File: src/rtl/asteroid_pool.sv
// asteroid_pool: manages NSLOT asteroid slots. Torpedo hits are collected
// during each frame. On vsync a commit walks the slots one per cycle and
// splits or destroys every asteroid that was hit. It emits spawn commands
// to the per-slot asteroid units and reports the frame's BCD points.
module asteroid_pool #(
    parameter int          NSLOT = 8,
    parameter int          T_NUM = 4,
    parameter logic [15:0] PTS_L = 16'h0020,
    parameter logic [15:0] PTS_M = 16'h0050,
    parameter logic [15:0] PTS_S = 16'h0100,
    localparam int         IW    = $clog2(NSLOT)
) (
    input  logic               clk,
    input  logic               resetN,
    input  logic               vsync,
    input  logic               new_level,
    input  logic               game_continue,
    input  logic [NSLOT-1:0]   asteroid_en,
    input  logic [T_NUM-1:0]   torpedo_en,
    output logic [T_NUM-1:0]   torpedo_hit,
    output logic [2*NSLOT-1:0] slot_size,
    output logic               spawn_valid,
    output logic [IW-1:0]      spawn_slot,
    output logic [IW-1:0]      spawn_parent,
    output logic               spawn_random,
    output logic               points_valid,
    output logic [15:0]        points_bcd,
    output logic               busy
);

    localparam logic [IW-1:0] LAST = IW'(NSLOT - 1);

    typedef enum logic [1:0] {IDLE, SCAN, FINISH} state_t;

    state_t         state, state_nx;
    logic [1:0]     size_q [NSLOT];
    logic [NSLOT-1:0] active, new_hits, hit_acc, hit_frame;
    logic [IW-1:0]  idx, stall_slot, free_idx;
    logic           stall, free_found, new_level_pend;
    logic [15:0]    pts, pts_add;
    logic [1:0]     cur_size;
    logic           do_split, do_kill, scan_advance, restart;

    // Four-digit BCD addition that saturates at 9999 on overflow.
    function automatic logic [15:0] bcd_add_sat(input logic [15:0] a, input logic [15:0] b);
        logic [15:0] sum;
        logic [4:0]  d;
        logic        carry;
        carry = 1'b0;
        sum   = '0;
        for (int k = 0; k < 4; k++) begin
            d = {1'b0, a[4*k +: 4]} + {1'b0, b[4*k +: 4]} + {4'b0, carry};
            if (d > 5'd9) begin
                d     = d + 5'd6;
                carry = 1'b1;
            end else begin
                carry = 1'b0;
            end
            sum[4*k +: 4] = d[3:0];
        end
        return carry ? 16'h9999 : sum;
    endfunction

    // Slot occupancy, hit detection and the lowest free slot.
    always_comb begin
        // NOTE: every always_comb output gets a default first so no path can infer a latch.
        active     = '0;
        free_found = 1'b0;
        free_idx   = '0;
        for (int i = 0; i < NSLOT; i++) begin
            active[i] = (size_q[i] != 2'd0);
        end
        for (int i = NSLOT - 1; i >= 0; i--) begin
            if (size_q[i] == 2'd0) begin
                free_found = 1'b1;
                free_idx   = IW'(i);
            end
        end
        new_hits    = asteroid_en & active & {NSLOT{|torpedo_en}};
        torpedo_hit = torpedo_en & {T_NUM{|(asteroid_en & active)}};
    end

    // Decode of the slot under scan. A stall cycle only issues the second child's spawn.
    always_comb begin
        cur_size     = size_q[idx];
        do_kill      = (state == SCAN) && !stall && hit_frame[idx] && (cur_size == 2'd1);
        do_split     = (state == SCAN) && !stall && hit_frame[idx] && (cur_size >= 2'd2);
        pts_add      = do_split ? ((cur_size == 2'd3) ? PTS_L : PTS_M) : PTS_S;
        scan_advance = stall || !(do_split && free_found);
        restart      = (state == FINISH) && (new_level_pend || !(|active));
    end

    // State register.
    always_ff @(posedge clk or negedge resetN) begin
        if (!resetN) state <= IDLE;
        else         state <= state_nx;
    end

    // Next-state logic.
    always_comb begin
        state_nx = state;
        case (state)
            IDLE:    if (vsync) state_nx = SCAN;
            SCAN:    if (scan_advance && (idx == LAST)) state_nx = FINISH;
            FINISH:  state_nx = IDLE;
            default: state_nx = IDLE;
        endcase
    end

    // Output decode.
    always_comb begin
        busy         = (state != IDLE);
        points_valid = (state == FINISH);
        points_bcd   = (state == FINISH) ? pts : 16'h0000;
        spawn_valid  = 1'b0;
        spawn_slot   = '0;
        spawn_parent = '0;
        spawn_random = 1'b0;
        if (state == SCAN && (stall || do_split)) begin
            spawn_valid  = 1'b1;
            spawn_slot   = stall ? stall_slot : idx;
            spawn_parent = idx;
        end else if (restart) begin
            spawn_valid  = 1'b1;
            spawn_random = 1'b1;
        end
    end

    // Slot state, hit accumulation, scan index and points datapath.
    always_ff @(posedge clk or negedge resetN) begin
        if (!resetN) begin
            // NOTE: the slot array is reset like any other register because reset defines the starting field.
            for (int i = 0; i < NSLOT; i++) size_q[i] <= (i == 0) ? 2'd3 : 2'd0;
            hit_acc        <= '0;
            hit_frame      <= '0;
            idx            <= '0;
            stall          <= 1'b0;
            stall_slot     <= '0;
            pts            <= '0;
            new_level_pend <= 1'b0;
        end else begin
            // NOTE: state registers use non-blocking assignments so every read sees the pre-edge value.
            if (state == IDLE && vsync) hit_acc <= '0;
            else                        hit_acc <= hit_acc | new_hits;

            if (state == FINISH) new_level_pend <= new_level;
            else if (new_level)  new_level_pend <= 1'b1;

            case (state)
                IDLE: begin
                    if (vsync) begin
                        hit_frame <= hit_acc;
                        idx       <= '0;
                        pts       <= '0;
                        stall     <= 1'b0;
                    end
                end
                SCAN: begin
                    if ((do_kill || do_split) && game_continue) pts <= bcd_add_sat(pts, pts_add);
                    if (do_kill) size_q[idx] <= 2'd0;
                    if (do_split) begin
                        size_q[idx] <= cur_size - 2'd1;
                        if (free_found) begin
                            size_q[free_idx]    <= cur_size - 2'd1;
                            hit_frame[free_idx] <= 1'b0;
                            stall_slot          <= free_idx;
                        end
                    end
                    stall <= do_split && free_found;
                    if (scan_advance) idx <= (idx == LAST) ? '0 : idx + 1'b1;
                end
                FINISH: begin
                    if (restart) begin
                        for (int i = 0; i < NSLOT; i++) size_q[i] <= (i == 0) ? 2'd3 : 2'd0;
                    end
                end
                default: ;
            endcase
        end
    end

    // Flatten slot sizes for the output bus.
    always_comb begin
        slot_size = '0;
        for (int i = 0; i < NSLOT; i++) slot_size[2*i +: 2] = size_q[i];
    end

endmodule
File: config.mk
export PLATFORM = sky130hd
export DESIGN_NAME = asteroid_pool
export DESIGN_NICKNAME = d
export VERILOG_FILES = /design/src/rtl/asteroid_pool.sv
export SDC_FILE = /design/constraint.sdc
export NUM_CORES = 1
export LEC_CHECK = 0
export CAP_MARGIN = 20
export CORE_UTILIZATION = 50
export CTS_BUF_LIST = sky130_fd_sc_hd__clkbuf_16
export DETAILED_ROUTE_END_ITERATION = 8
export PLACE_DENSITY = 0.76
export SKIP_LAST_GASP = 1
export SYNTH_ARGS = -nofsm -noshare
export SYNTH_HDL_FRONTEND = slang
export SYNTH_SLANG_ARGS = --single-unit
File: constraint.sdc
create_clock -name clk -period 6.2 [get_ports clk]
set_input_delay 0.62 -clock clk [delete_from_list [all_inputs] [get_ports clk]]
set_output_delay 0.62 -clock clk [all_outputs]
set_load 0.005 [all_outputs]
## Word-level counts from Yosys, hierarchy flattened

Index checks and enable logic that the tools add are counted.

- Register bits: 58
- Output and inout port bits: 46
- Input port bits: 17

- Add/subtract/negate cells: 13
- Bitwise operators: 10
- $lt $le $gt $ge: 12
- Reduce and logical (&&, ||, !) cells: 51
- Equal/unequal tests: 12
- Muxes and demuxes: 80

Operator list:

| cell | count |
|---|---|
| 16-bit 2-to-1 mux | 9 |
| 16-bit one-hot mux with 2 select lines | 2 |
| 3-bit 2-to-1 mux | 14 |
| 16-bit bitwise mux | 2 |
| 8-bit 2-to-1 mux | 4 |
| 1-bit 2-to-1 mux | 28 |
| 8-bit AND | 3 |
| 2-bit nonzero test | 12 |
| 5-bit by 4-bit > comparator with 1-bit output, second input constant | 4 |
| 2-bit zero test | 9 |
| 4-bit by 3-bit adder with 4-bit output, second input constant | 4 |
| 16-bit AND | 1 |
| 4-bit 2-to-1 mux | 4 |
| 16-bit inverter | 1 |
| 8-bit one-hot mux with 2 select lines | 1 |
| 8-bit OR reduction | 2 |
| 5-bit by 1-bit adder with 5-bit output | 3 |
| 1-bit logical AND | 13 |
| 2-bit demux with 3-bit select | 2 |
| 2-bit 2-to-1 mux | 6 |
| 4-bit by 4-bit adder with 5-bit output | 2 |
| 9-bit 2-to-1 mux | 1 |
| 3-bit AND reduction | 3 |
| 4-bit greater-or-equal comparator, second input constant | 2 |
| 29 further kinds | 46 |

## Longest topological paths before layout

Gate-level depths: netlist of run 1.

- Word-level depth: 30
- Gate-level depth with buffers: 30
- Depth with buffers taken out: 26

## Worst setup path before layout of run 1

No wires, ideal clock.

- Path type: reg-to-reg
- Start point: register idx[2]
- End point: register pts[2]
- Setup time: 0.082 ns
- Arrival time: 6.409 ns
- Clock period less this slack: 6.491 ns
- Cell stages (with the launch flop): 31
- Setup slack: -0.291 ns
- Data required time: 6.118 ns
- Cell sequence: dfrtp_1 buf_6 buf_6 mux2_4 a221o_1 a221oi_4 inv_1 ha_1 nor2_1 fa_1 fa_1 inv_1 and3_1 o21ai_0 o211ai_1 fa_1 inv_1 ha_1 clkbuf_1 o21a_1 nor2_1 a311oi_1 ha_1 ha_1 nand2b_1 a31o_2 and3_1 clkbuf_1 nor2_1 nand3_1 o22ai_1

- Cells in the longest elaborated chain, start to end: 30

RTL lines:

| item | RTL line | text |
|---|---|---|
| start, declared | 38 | `logic [IW-1:0] idx, stall_slot, free_idx;` |
| start signal, assigned | 170 | `if (scan_advance) idx <= (idx == LAST) ? '0 : idx + 1'b1;` |
| 3-bit inverter with 4-bit output (implied by the code) | 85 | `cur_size = size_q[idx];` |
| 2-bit binary-select mux with 3-bit select | 85 |  |
| 2-bit 2-to-1 mux (implied by the code) (2 in a row) | 85 |  |
| 2-bit greater-or-equal comparator | 87 | `do_split = (state == SCAN) && !stall && hit_frame[idx] && (cur_size >= 2'd2);` |
| 1-bit logical AND | 87 |  |
| 9-bit 2-to-1 mux | 88 | `pts_add = do_split ? ((cur_size == 2'd3) ? PTS_L : PTS_M) : PTS_S;` |
| 4-bit by 4-bit adder with 5-bit output | 52 | `d = {1'b0, a[4*k +: 4]} + {1'b0, b[4*k +: 4]} + {4'b0, carry};` |
| 5-bit by 4-bit > comparator with 1-bit output | 53 | `if (d > 5'd9) begin` |
| [13 not listed] | -- |  |
| 5-bit by 1-bit adder with 5-bit output | 52 |  |
| 5-bit by 4-bit > comparator with 1-bit output | 53 |  |
| 1-bit 2-to-1 mux | 53 |  |
| 1-bit 2-to-1 mux | 159 | `if ((do_kill \|\| do_split) && game_continue) pts <= bcd_add_sat(pts, pts_add);` |
| 1-bit 2-to-1 mux | 149 | `case (state)` |
| 16-bit 2-to-1 mux | 61 | `return carry ? 16'h9999 : sum;` |
| 16-bit 2-to-1 mux | 159 |  |
| 16-bit one-hot mux with 2 select lines | 149 |  |
| end signal, assigned | 159 |  |
| end, declared | 40 | `logic [15:0] pts, pts_add;` |

Several ways; a longest one is shown, not always the timed one. The select of a mux whose other input is x is not followed.
A chain may end at the register's enable or synchronous reset.

## Final worst setup path of run 1

- Start point: register idx[1]
- End point: register pts[2]

Same word-level chain as after synthesis.

==> results of run 1 <==
-- routing by layer --
layer / GRT usage (%) / vias up
li1: - / 1962
met1: 48.8 / 2142
met2: 52.8 / 235
met3: 6.59 / 45
met4: 11.2 / 0
met5: 0 / -
-- layout make-up --
type,count,area share (%)
clock inverters,7,0.686
flip-flops and latches,58,26.6
clock buffers,9,4.11
inverters,21,1.44
repair buffers,108,18.0
multi-input cells,375,46.8
well taps,102,2.33
-- Yosys cell counts, types with 10 or more instances --
master    count  share of area, %
a21oi_1      14               1.7
a22o_1       10               2.1
a31oi_1      10               1.5
and2_1       17               2.6
clkbuf_1     18               1.6
dfrtp_1      56                34
ha_1         14               4.2
inv_1        19               1.7
nand2_1      44               4.0
nand3_1      16               1.9
nor2_1       48               4.3
o21ai_0      28               3.4
o22ai_1      14               2.1
-- registers in the layout, summed over array words and instances, names as in the netlist --
name	cells
state	2
pts	16
stall_slot	3
slot_size	16
idx	3
hit_frame	8
stall	1
new_level_pend	1
hit_acc	8
-- cell families after synthesis --
group / share of synthesized area (%)
adder cells (fa/ha/maj): 5.67
buffers and inverters: 5.25
multiplexers: 4.22
AND/OR/NAND/NOR: 24.1
flip-flops: 35.0
AO/OA/AOI/OAI: 24.7
XOR/XNOR: 1.06
-- power breakdown --
| group | internal (W) | switching, W | leakage [nW] |
|---|---|---|---|
| registers | 0.000512 | 0.000142 | 0.743 |
| clock network | 0.000265 | 0.000177 | 0.130 |
| logic | 0.000769 | 0.00101 | 1.45 |
-- worst max-delay path, delay by kind of cell, from the launching register on --
kind                       cells  cell delay, ns
AOI/OAI and AO/OA              7            0.93
adders and majority gates      7            2.35
DFF                            1            0.44
and+or+nand+nor                8            1.51
buffers and inverters          5            0.63
-- cell usage in the layout, fill, tap and decap left out, types with 4 or more instances in the layout --
master,n
clkdlybuf4s50_1,61
dfrtp_1,53
nor2_1,46
nand2_1,44
buf_4,44
o21ai_0,25
inv_1,19
and2_1,17
nand3_1,14
o22ai_1,14
a21oi_1,13
ha_1,12
a31oi_1,10
a22o_1,10
o211ai_1,9
nor2b_1,9
nor3_1,9
clkbuf_16,9
nand2b_1,8
mux2i_1,7
and3_1,7
nor4_1,7
or2_2,7
a22oi_1,6
nand3b_1,5
xnor2_1,5
o21ai_1,5
o31ai_1,5
nor3b_1,4
nand4_1,4
o22a_1,4
a31o_2,4
-- metrics by stage --
| stage | hold slack [ns] | setup WS [ns] | power [W] |
|---|---|---|---|
| after floorplan | 0.324 | 0.0172 | 0.00164 |
| after global routing | 0.512 | -0.0426 | 0.00304 |
| after CTS | 0.483 | 0.0371 | 0.00273 |
| final | 0.453 | 0.260 | 0.00287 |
| after detailed placement | 0.471 | 0.0624 | 0.00228 |
| after global placement | 0.466 | 0.221 | 0.00225 |
-- path summary, 6_finish.rpt --
path,startpoint,end,slack [ns],depth (start not counted)
worst max register to register,idx[1],pts[2],0.26,27
max in group asynchronous,resetN,idx[2],5.20,2
min in group clk,stall_slot[0],stall_slot[0],0.49,2
worst min-delay path,resetN,pts[10],0.45,2
worst max-delay path,idx[1],pts[2],0.26,27
worst min register to register,stall_slot[0],stall_slot[0],0.49,2
-- repair_timing --
item,in CTS,in global routing
hold buffers,0,0
hold endpoints to repair,0,0
endpoints found under the setup margin,0,15
buffers inserted,0,11
gates resized for setup,0,21
==> results.md, run 1 <==
- Synth Instances: 484
- Main synth FF type: dfrtp_1
- CP max stage delay: 0.59 ns
- Ant diodes: 0
- ANT nets after route: 0
- MaxCap Viol Count: 0
- Period Utilization, post-route: 95.8%
- Mapped Area: 4150 sq um
- Mean routed wirelength per cell: 20.8 um
- Clk slew on worst S/H paths: 0.05 ns
- Io pins: 63
- Starting density of the core: 52.6%
- Drt first pass iters: 5
- CP Class: register to register
- Placeable Area: 7890 sq um
- Worst Max-Slew Pin Slew: 1.17 ns
- Syn avg cell area: 8.57 sq um
- F_max: 168 MHz
- Routability cong.: 0.988
- Clk Latency, worst-skew pair: 0.33 ns
- Tot GR Track Use: 34.4%
- Multi-input gate area: 2560 sq um
- CTS tree: yes
- Overflow after GRT: 0
- Layout cell share with drive strength beyond 1: 19.2%
- Number of port buffers: 62
- Final instance count without filler cells: 680
- Met2 wire len: 6.40 mm
- DRT Wirelength: 14.1 mm
- Required @ worst endpoint: 6.45 ns
- Max FO, Critical Path: 16
- Endpoints failing setup: 0
- Synthesized net count: 518
- Setup TNS: 0 ns
- Met3 WL: 1.16 mm
- Row cnt: 32
- Clk buf depth: 2
- CP Launch Type: register
- Clock Tree Root: clkbuf_16
- Reg area: 1460 sq um
- Tmin final: 5.94 ns
- Sink Count: 58
- Clk_skew: 0.00701 ns
- Vias in the first global route: 4109
- Worst relative slew slack: 21.6%
- RSZ-0062 raised after global routing: true
- Chip width: 93.1 um
- Die area: 8670 sq um
- Hold Crit Class: input port to asynchronous set/reset pin
- Outcome: complete, no violations
- Fin nets: 607
- Total CTS buffers: 9
- Chip height: 93.1 um
- M1 wire length: 6.09 mm
- Cell total after placement: 653
- Synth cell types: 70
- Leakage dissipation: 2.33 nW
- Global-route wire length before repair: 22.5 mm
- Initial DRC Count: 303
- EDFF count, synth: 0
- FILL cells: 632
- Slew Limit Fails: 0
- Residual DRC: 0
- Sequential share of the synthesized area: 35.0%
- Via count: 4384
- Via density: 6.45
- Top sig layer: met4
- Initial antenna violation count: 0
- Final Instance Area: 5470 sq um
- Critical Path AT: 6.19 ns
- H-tree levels: 3
- CP max stage cell: fa_1
- Synthesized flop and latch total: 58
- Largest net degree at the start of global routing: 59
- Final core utilization: 69.4%
- Peak supply drop: 0.319 mV
- Hold Vio Cnt, Final: 0
- Dpl cell area: 5040 sq um
- Synth-to-layout area growth: 31.9%
- Ys async rst share: 100%
- DPL Wire Length: 10.3 mm
- Synthesis Warnings: 0
- Worst setup EP type: register
- PD cells: 525 nW/um^2
Power figures use the tool's default switching activity.
==> run 2, diff against run 1 <==
==> constraint.sdc (replaced) <==
create_clock -name clk -period 5 [get_ports clk]
set_input_delay 0.5 -clock clk [delete_from_list [all_inputs] [get_ports clk]]
set_output_delay 0.5 -clock clk [all_outputs]
set_load 0.005 [all_outputs]
==> run 2 against run 1 <==
Compared with the run above: the flow now finishes with violations (setup timing); clock-buffer cell count stayed put; maximum frequency is 6.1% higher; worst hold slack worse by 0.13 ns; critical path type unchanged.
==> results.md, run 2 (synthesis gave the netlist of run 1 again) <==
- Met2 wire len: 6.68 mm (+4.3%)
- Clock Tree Root: clkbuf_16
- Clk slew on worst S/H paths: 0.06 ns (about the same)
- Reg2Reg Depth: 26 (-3.7%)
- Synth-to-layout area growth: 41.9%
- Reg area: 1460 sq um (-0.17%)
- Most common cell after layout, fill and taps aside: buf_4
- Clk_skew: 0.00710 ns (+0.0000901 ns)
- H-tree levels: 3 (unchanged)
- CP max stage cell: dfrtp_2
- Setup WS pre-CTS: -0.884 ns (-0.947 ns)
- Multi-input gate area: 2680 sq um (+4.7%)
- Initial DRC Count: 349 (+15%)
- CP Launch Type: register
- Global-route wire length before repair: 23.0 mm (+2.5%)
- Initial antenna violation count: 0 (unchanged)
- MaxCap Viol Count: 0 (unchanged)
- Met3 WL: 1.48 mm (+27%)
- Worst relative slew slack: 19.2% (-2.3 points)
- CP max stage delay: 0.47 ns (-0.12 ns)
- Pwr Total: 0.00377 W (+31%)
- Peak supply drop: 0.400 mV (+26%)
- Endpoints failing setup: 16 (+16)
- Residual DRC: 0 (unchanged)
- Placeable Area: 7890 sq um (unchanged)
- Row cnt: 32 (unchanged)
- Hold Crit Class: input port to asynchronous set/reset pin
- RSZ-0062 raised after global routing: true
- Required @ worst endpoint: 5.26 ns (-1.19 ns)
- PnR worst setup slack: -0.597 ns (-0.857 ns)
- Slew Limit Fails: 0 (unchanged)
- Mean routed wirelength per cell: 20.6 um (-1.1%)
- Largest net degree at the start of global routing: 59 (unchanged)
- Post-CTS Hold Fix Bufs: 0 (unchanged)
- Die area: 8670 sq um (unchanged)
- Via density: 6.38 (-1.0%)
- F_max: 179 MHz (+6.1%)
- DPL Wire Length: 10.7 mm (+4.0%)
- Tmin final: 5.60 ns (-0.343 ns)
- Tot GR Track Use: 35.2% (+0.79 points)
- Final Instance Area: 5890 sq um (+7.6%)
- Leakage dissipation: 2.55 nW (+9.7%)
- Number of port buffers: 62 (unchanged)
- Starting density of the core: 52.6% (unchanged)
- Sink Count: 58 (unchanged)
- CTS tree: yes
- Critical Path AT: 5.85 ns (-0.34 ns)
- Fin nets: 648 (+6.8%)
- Overflow after GRT: 0 (unchanged)
- Outcome: finished with violations
- Dpl cell area: 5410 sq um (+7.3%)
- Failing checks: setup timing
- PD cells: 640 nW/um^2 (+22%)
- M1 wire length: 6.17 mm (+1.3%)
- Total CTS buffers: 9 (unchanged)
- Chip width: 93.1 um (unchanged)
- Layout cell share with drive strength beyond 1: 27.0% (+7.8 points)
- Worst Max-Slew Pin Slew: 1.20 ns (+0.0341 ns)
- Max FO, Critical Path: 11 (-5)
- Io pins: 63 (unchanged)
- Via count: 4600 (+4.9%)
- Period Utilization, post-route: 112% (+16 points)
- Clk buf depth: 2 (unchanged)
- Ant diodes: 0 (unchanged)
- DRT Wirelength: 14.8 mm (+4.9%)
- Top sig layer: met5
- FILL cells: 591 (-6.5%)
- Routability cong.: 0.962 (-2.6%)
- ANT nets after route: 0 (unchanged)
- Drt first pass iters: 5 (unchanged)
- Worst setup EP type: register
- Chip height: 93.1 um (unchanged)
- Most frequent cells in the layout: buf_4, clkdlybuf4s50_1, dfrtp_1
- Clk Latency, worst-skew pair: 0.33 ns (about the same)
- Hold Vio Cnt, Final: 0 (unchanged)
- Setup TNS: -7.85 ns (-7.85 ns)
- Vias in the first global route: 4348 (+5.8%)
- CP Class: register to register
run 2: cell types whose count changed in the layout (fill, tap and decap cells not counted), sizes merged:
cell | previous run | this run
buf | 47 | 88
run 2: critical path: cells and delay by family, from the launching register on:
family	cells	cell delay, ns
AOI/OAI and AO/OA	7	1.22
adders and majority gates	4	1.30
buffers and inverters	5	0.59
DFF	1	0.47
and+or+nand+nor	10	1.94
run 2: per-layer routing:
layer / global-route usage [%] / up-vias
met2: 53.4 / 287
li1: - / 2046
met5: 5.13 / -
met4: 14.4 / 2
met3: 8.21 / 43
met1: 47.8 / 2222
run 2: layout make-up:
cell class | count | share of cell area [%]
clock buffers | 9 | 3.82
clock inverters | 7 | 0.637
inverters | 21 | 1.34
multi-input cells | 375 | 45.5
flip-flops and latches | 58 | 24.7
well taps | 102 | 2.17
repair buffers | 149 | 21.8
run 2: final timing paths:
check / end / slack [ns] / start
worst max-delay path: pts[2] / -0.60 / idx[0]
max in group asynchronous: idx[0] / 4.12 / resetN
worst min-delay path: pts[15] / 0.33 / resetN
worst min register to register: stall_slot[0] / 0.49 / stall_slot[0]
min in group clk: stall_slot[0] / 0.49 / stall_slot[0]
worst max register to register: pts[2] / -0.60 / idx[0]
run 2: where the power goes:
part           internal [W]  switching (W)
clock              0.000329       0.000231
combinational       0.00108        0.00136
sequential         0.000633       0.000135
total               0.00204        0.00172
run 2: what timing repair did:
item	4_1_cts	5_1_grt
gates resized for setup	19	14
setup buffers	4	7
endpoints found under the setup margin	16	16
pin swaps	12	12
run 2: per-stage QoR:
stage               hold slack [ns]  std cells  utilization [%]
floorplan                     0.204        484                -
global placement              0.463        694             68.6
detailed placement            0.474        694             68.6
CTS                           0.363        714             73.1
global route                  0.400        721             74.7
finish                        0.328        721             74.7
